===== src/rtl/seq_divider4.sv =====
// seq_divider4: unsigned restoring divider, one quotient bit per clock.
//
// Handshake: a request is taken when start=1 at a rising edge while the
// block is idle. Operands are captured on that edge and are never looked at
// again. The result is valid, and quotient/remainder/div_by_zero are
// meaningful, only in the single cycle where done=1. start is ignored at
// every other time. busy=1 marks the iteration cycles. busy and done are
// never high together. quotient and remainder keep their last result until
// the next completion.
//
// The partial remainder A is WIDTH bits wide. The shifted value {A, Q msb}
// is WIDTH+1 bits wide, so the trial subtraction cannot overflow. Because
// A < divisor holds before each shift, the shifted value is below
// 2*divisor. After a successful subtraction, A is again below divisor.
module seq_divider4 #(
  parameter int WIDTH = 4
) (
  input  logic             clk,
  input  logic             rst,
  input  logic             start,
  input  logic [WIDTH-1:0] dividend,
  input  logic [WIDTH-1:0] divisor,
  output logic [WIDTH-1:0] quotient,
  output logic [WIDTH-1:0] remainder,
  output logic             busy,
  output logic             done,
  output logic             div_by_zero,
  output logic [1:0]       fsm_state
);

  localparam int CW = $clog2(WIDTH + 1);
  localparam logic [CW-1:0] ITERATIONS = CW'(WIDTH);

  typedef enum logic [1:0] {
    IDLE = 2'd0,
    RUN  = 2'd1,
    DONE = 2'd2
  } state_t;

  state_t state;
  state_t state_next;

  logic [WIDTH-1:0] a;
  logic [WIDTH-1:0] q;
  logic [WIDTH-1:0] d;
  logic [CW-1:0]    count;
  logic             dz_flag;

  logic [WIDTH:0]   shift_a;
  logic [WIDTH:0]   trial;
  logic             borrow;
  logic [WIDTH-1:0] a_next;
  logic [WIDTH-1:0] q_next;
  logic             last_iter;

  // One restoring step: shift {A,Q} left, subtract divisor, keep or restore.
  always_comb begin
    shift_a   = {a, q[WIDTH-1]};
    trial     = shift_a + {1'b1, ~d} + (WIDTH+1)'(1);
    borrow    = trial[WIDTH];
    a_next    = borrow ? shift_a[WIDTH-1:0] : trial[WIDTH-1:0];
    q_next    = {q[WIDTH-2:0], ~borrow};
    last_iter = (count == CW'(1));
  end

  // State register.
  always_ff @(posedge clk) begin
    if (rst) begin
      state <= IDLE;
    end else begin
      state <= state_next;
    end
  end

  // Next-state decode and status outputs.
  always_comb begin
    state_next  = state;
    busy        = 1'b0;
    done        = 1'b0;
    div_by_zero = 1'b0;
    case (state)
      IDLE: begin
        if (start) begin
          state_next = (divisor == '0) ? DONE : RUN;
        end
      end
      RUN: begin
        busy = 1'b1;
        if (last_iter) begin
          state_next = DONE;
        end
      end
      DONE: begin
        done        = 1'b1;
        div_by_zero = dz_flag;
        state_next  = IDLE;
      end
      default: begin
        state_next = IDLE;
      end
    endcase
  end

  // Operand capture, iteration datapath and result registers.
  always_ff @(posedge clk) begin
    if (rst) begin
      a         <= '0;
      q         <= '0;
      d         <= '0;
      count     <= '0;
      quotient  <= '0;
      remainder <= '0;
      dz_flag   <= 1'b0;
    end else begin
      case (state)
        IDLE: begin
          if (start) begin
            if (divisor == '0) begin
              quotient  <= '1;
              remainder <= dividend;
              dz_flag   <= 1'b1;
            end else begin
              a     <= '0;
              q     <= dividend;
              d     <= divisor;
              count <= ITERATIONS;
            end
          end
        end
        RUN: begin
          a     <= a_next;
          q     <= q_next;
          count <= count - CW'(1);
          if (last_iter) begin
            quotient  <= q_next;
            remainder <= a_next;
          end
        end
        DONE: begin
          dz_flag <= 1'b0;
        end
        default: begin
          dz_flag <= 1'b0;
        end
      endcase
    end
  end

  assign fsm_state = state;

endmodule


===== config.mk =====
export PLATFORM = sky130hd
export DESIGN_NAME = seq_divider4
export DESIGN_NICKNAME = d
export VERILOG_FILES = /design/src/rtl/seq_divider4.sv
export SDC_FILE = /design/constraint.sdc
export NUM_CORES = 1
export LEC_CHECK = 0
export BUFFER_PORTS_ARGS = -buffer_cell sky130_fd_sc_hd__buf_2
export CAP_MARGIN = 20
export CORE_ASPECT_RATIO = 1.4
export CORE_MARGIN = 1
export CORE_UTILIZATION = 45
export CTS_CLUSTER_DIAMETER = 60
export DETAILED_ROUTE_END_ITERATION = 12
export GPL_ROUTABILITY_DRIVEN = 1
export GPL_TIMING_DRIVEN = 0
export PLACE_DENSITY_LB_ADDON = 0.08
export SLEW_MARGIN = 5
export SYNTH_ARGS = -nofsm -noshare
export SYNTH_HDL_FRONTEND = slang
export SYNTH_SLANG_ARGS = --single-unit

===== constraint.sdc =====
create_clock -name clk -period 2.64 [get_ports clk]
set_input_delay 0.132 -clock clk [delete_from_list [all_inputs] [get_ports clk]]
set_output_delay 0.132 -clock clk [all_outputs]
set_load 0.01 [all_outputs]

==> metrics.md <==
| Metric | Value |
|---|---|
| Vias in the first global route | `1030` |
| Minimum clock period after layout | `2.50 ns` |
| GR Util All Layers | `19.6%` |
| Die width | `47.5 um` |
| Max H-tree Level | `1` |
| First-pass iteration count of the detailed router | `4` |
| Clock root cell | `clkbuf_4` |
| Die Y-Extent | `65.7 um` |
| Worst min-delay path class | `in2reg` |
| Fill cells | `287` |
| # resized after CTS | `0` |
| Delay-heaviest family, CP | `adder cells` |
| Setup crit start kind | `flop` |
| Status | `complete, no violations` |
| Syn Inst Count | `149` |
| 1st-iter DRT viols | `16` |
| First-pass GRT wire length | `4390 um` |
| Crit-path max cell delay | `0.42 ns` |
| Worst skew pair latency | `0.32 ns` |
| GR Layer Usage met2 | `35.6%` |
| Layout area overhead | `14.7%` |
| GR Util met3 | `1.65%` |
| Total chip power | `0.861 mW` |
| Internal reg-to-reg setup slack | `0.14 ns` |
| Hold_buf cts | `0` |
| Crit path cell chain | `inv_1, ha_1, fa_1, nand2b_1, a21oi_2, xor2_2, mux2_2, a311oi_1` |
| Rows | `22` |
| Met1 usage | `22.1%` |
| Syn_nets | `167` |
| Final setup viols | `0` |
| TNS Setup | `0 ns` |
| Yosys cell types | `37` |
| Routed via count | `1104` |
| RSZ-0062 raised after global routing | `no` |
| Remaining antenna violation count | `0` |
| Fin cells | `211` |
| Worst EP arrival | `2.74 ns` |
| Mean post-synth cell area | `8.76 um2` |
| Gr ovfl total | `0` |
| DIE AREA | `3120 um2` |
| Initial Util | `48.4%` |
| EDFF count, synth | `0` |
| Buf+Inv Stages, Crit Path | `1` |
| Crit. End Element | `flop` |
| Post-route DRC violation count | `0` |
| Initial antenna violation count | `0` |
| Vias per cell | `5.23` |
| Postcts setup bufs | `0` |
| Ys Warns | `0` |
| Power Dens Cells | `575 nW/um2` |
| Placed insts | `207` |
| Fmax achieved | `400 MHz` |
| WHS Path Cells | `3` |
| Global route hottest layer | `met2` |
| Crit path max-delay cell type | `mux2_2` |
| Core area | `2700 um2` |
| Clock sink count | `26` |
| Post-Synthesis Cell Area | `1310 um2` |
| Largest net degree at the start of global routing | `15` |
| Top cells by area, synth | `dfxtp_1 40%, nor2_1 8.6%, ha_1 5.8%` |
| Final hold vios | `0` |
| Final period utilization | `94.7%` |
| Synth async-reset ratio | `0%` |
| # diodes | `0` |
| Top_reg_cell synth | `dfxtp_1` |
| Reg2Reg Depth | `8` |
| Total of max-cap violations | `0` |
| I/O Pins | `24` |
| Register area share after synthesis | `39.9%` |
| Peak supply drop | `0.327 mV` |
| Commonest cells post-synth | `30 x nor2_1, 26 x dfxtp_1, 14 x nand2_1, 9 x inv_1, 8 x a21oi_1` |
| Setup Skew | `0.00205 ns` |
| Clk pin slew, worst setup/hold paths | `0.14 ns` |
| Clock buffer depth | `2` |
| Worst setup path class | `reg2reg` |
| GP Congestion | `0.811` |
| Slew Limit Fails | `0` |
| Final #Nets | `194` |
| CP max FO | `7` |
| Post-synth top area cell | `dfxtp_1` |
| CTS Buf Count | `3` |
| Relative slew slack | `63.2%` |
| Post-synth top area share | `39.9%` |
| CTS tree | `built` |
| Routed wire length per instance | `12.7 um` |
| Worst Path Required | `2.88 ns` |
| Most frequent cell after synthesis | `nor2_1` |
| Worst-margin pin slew | `0.545 ns` |
| Share of layout cells above drive strength 1 | `22.9%` |
| Hpwl dp | `2120 um` |
| Leak Pwr | `0.641 nW` |
| WP depth | `8` |
| Number of port buffers | `22` |
| Seq cells post-synth | `26` |
| Total Wirelength | `2680 um` |
==> layout make-up <==
cell class                      count  area, um2  area share (%)
Clock buffer                        4       36.3            2.42
Tap cell                           36       45.0            3.01
Inverter                           11       41.3            2.76
Buffer                              7       42.5            2.84
Timing Repair Buffer               22        110            7.36
Sequential cell                    26        520            34.8
Multi-Input combinational cell    105        701            46.8
==> flip-flops by register name, indices dropped and copies added, names as in the netlist <==
signal	cells
remainder	4
fsm_state	2
q	4
d	4
count	3
a	4
dz_flag	1
quotient	4
==> per-stage QoR <==
step | instance area [um2] | hold WS (ns) | setup slack (ns) | util (%)
after CTS | 1500 | 0.0648 | 0.139 | 55.5
final | 1500 | 0.0693 | 0.140 | 55.5
after global placement | 1460 | 0.393 | 0.222 | 54.1
after detailed placement | 1460 | 0.408 | 0.169 | 54.1
after global routing | 1500 | 0.0623 | 0.00542 | 55.5
after floorplan | 1310 | 0.276 | 0.412 | -
==> cell usage in the layout, fill, tap and decap left out, types with 2 or more instances in the layout <==
cell type  count
nand3_1        2
and2_1         2
mux2i_1        6
a21oi_1        8
a21oi_2        2
a211oi_2       2
nand2_1       14
nand2b_1       3
clkbuf_4       3
inv_1          9
buf_2         23
clkbuf_1       3
buf_6          2
a311oi_1       7
a211oi_1       5
nor2_1        30
ha_1           6
a31oi_1        2
dfxtp_1       26
==> final timing paths <==
| path | startpoint | to |
|---|---|---|
| worst max register to register | q[3]$_SDFFE_PP0P_ | remainder[2]$_SDFFE_PP0P_ |
| worst max-delay path | q[3]$_SDFFE_PP0P_ | remainder[2]$_SDFFE_PP0P_ |
| worst min-delay path | divisor[0] | d[0]$_SDFFE_PP0P_ |
| worst min register to register | dz_flag$_SDFFE_PP0P_ | dz_flag$_SDFFE_PP0P_ |
==> power breakdown <==
part,switching [mW],internal (mW),total (mW)
combinational,0.123,0.0875,0.210
sequential,0.0238,0.424,0.448
clock,0.118,0.0843,0.202
total,0.265,0.596,0.861
==> tightest hold or removal path: stages <==
cell     delay [ns]
buf_2          0.10
mux2i_1        0.06
nor2_1         0.07
==> logic make-up (layout without fill, tap and decap cells) <==
logic type               Yosys count  count (layout)  synth area share [%]
AO/OA/AOI/OAI                     32              32                  18.9
XOR/XNOR                           2               2                  1.92
adder cells (fa/ha/maj)            7               7                  7.29
buffers and inverters             18              44                  6.42
flip-flops                        26              26                  39.9
multiplexers                       7               7                  5.47
AND/OR/NAND/NOR                   57              57                  20.1
==> per-layer routing <==
| layer | part of all wire, % | routed length, um |
|---|---|---|
| met5 | 0 | 0 |
| met4 | 1.2 | 31 |
| met3 | 2.2 | 58 |
| met2 | 52 | 1390 |
| met1 | 45 | 1200 |
Note: power is estimated with default switching activity, not from simulation.
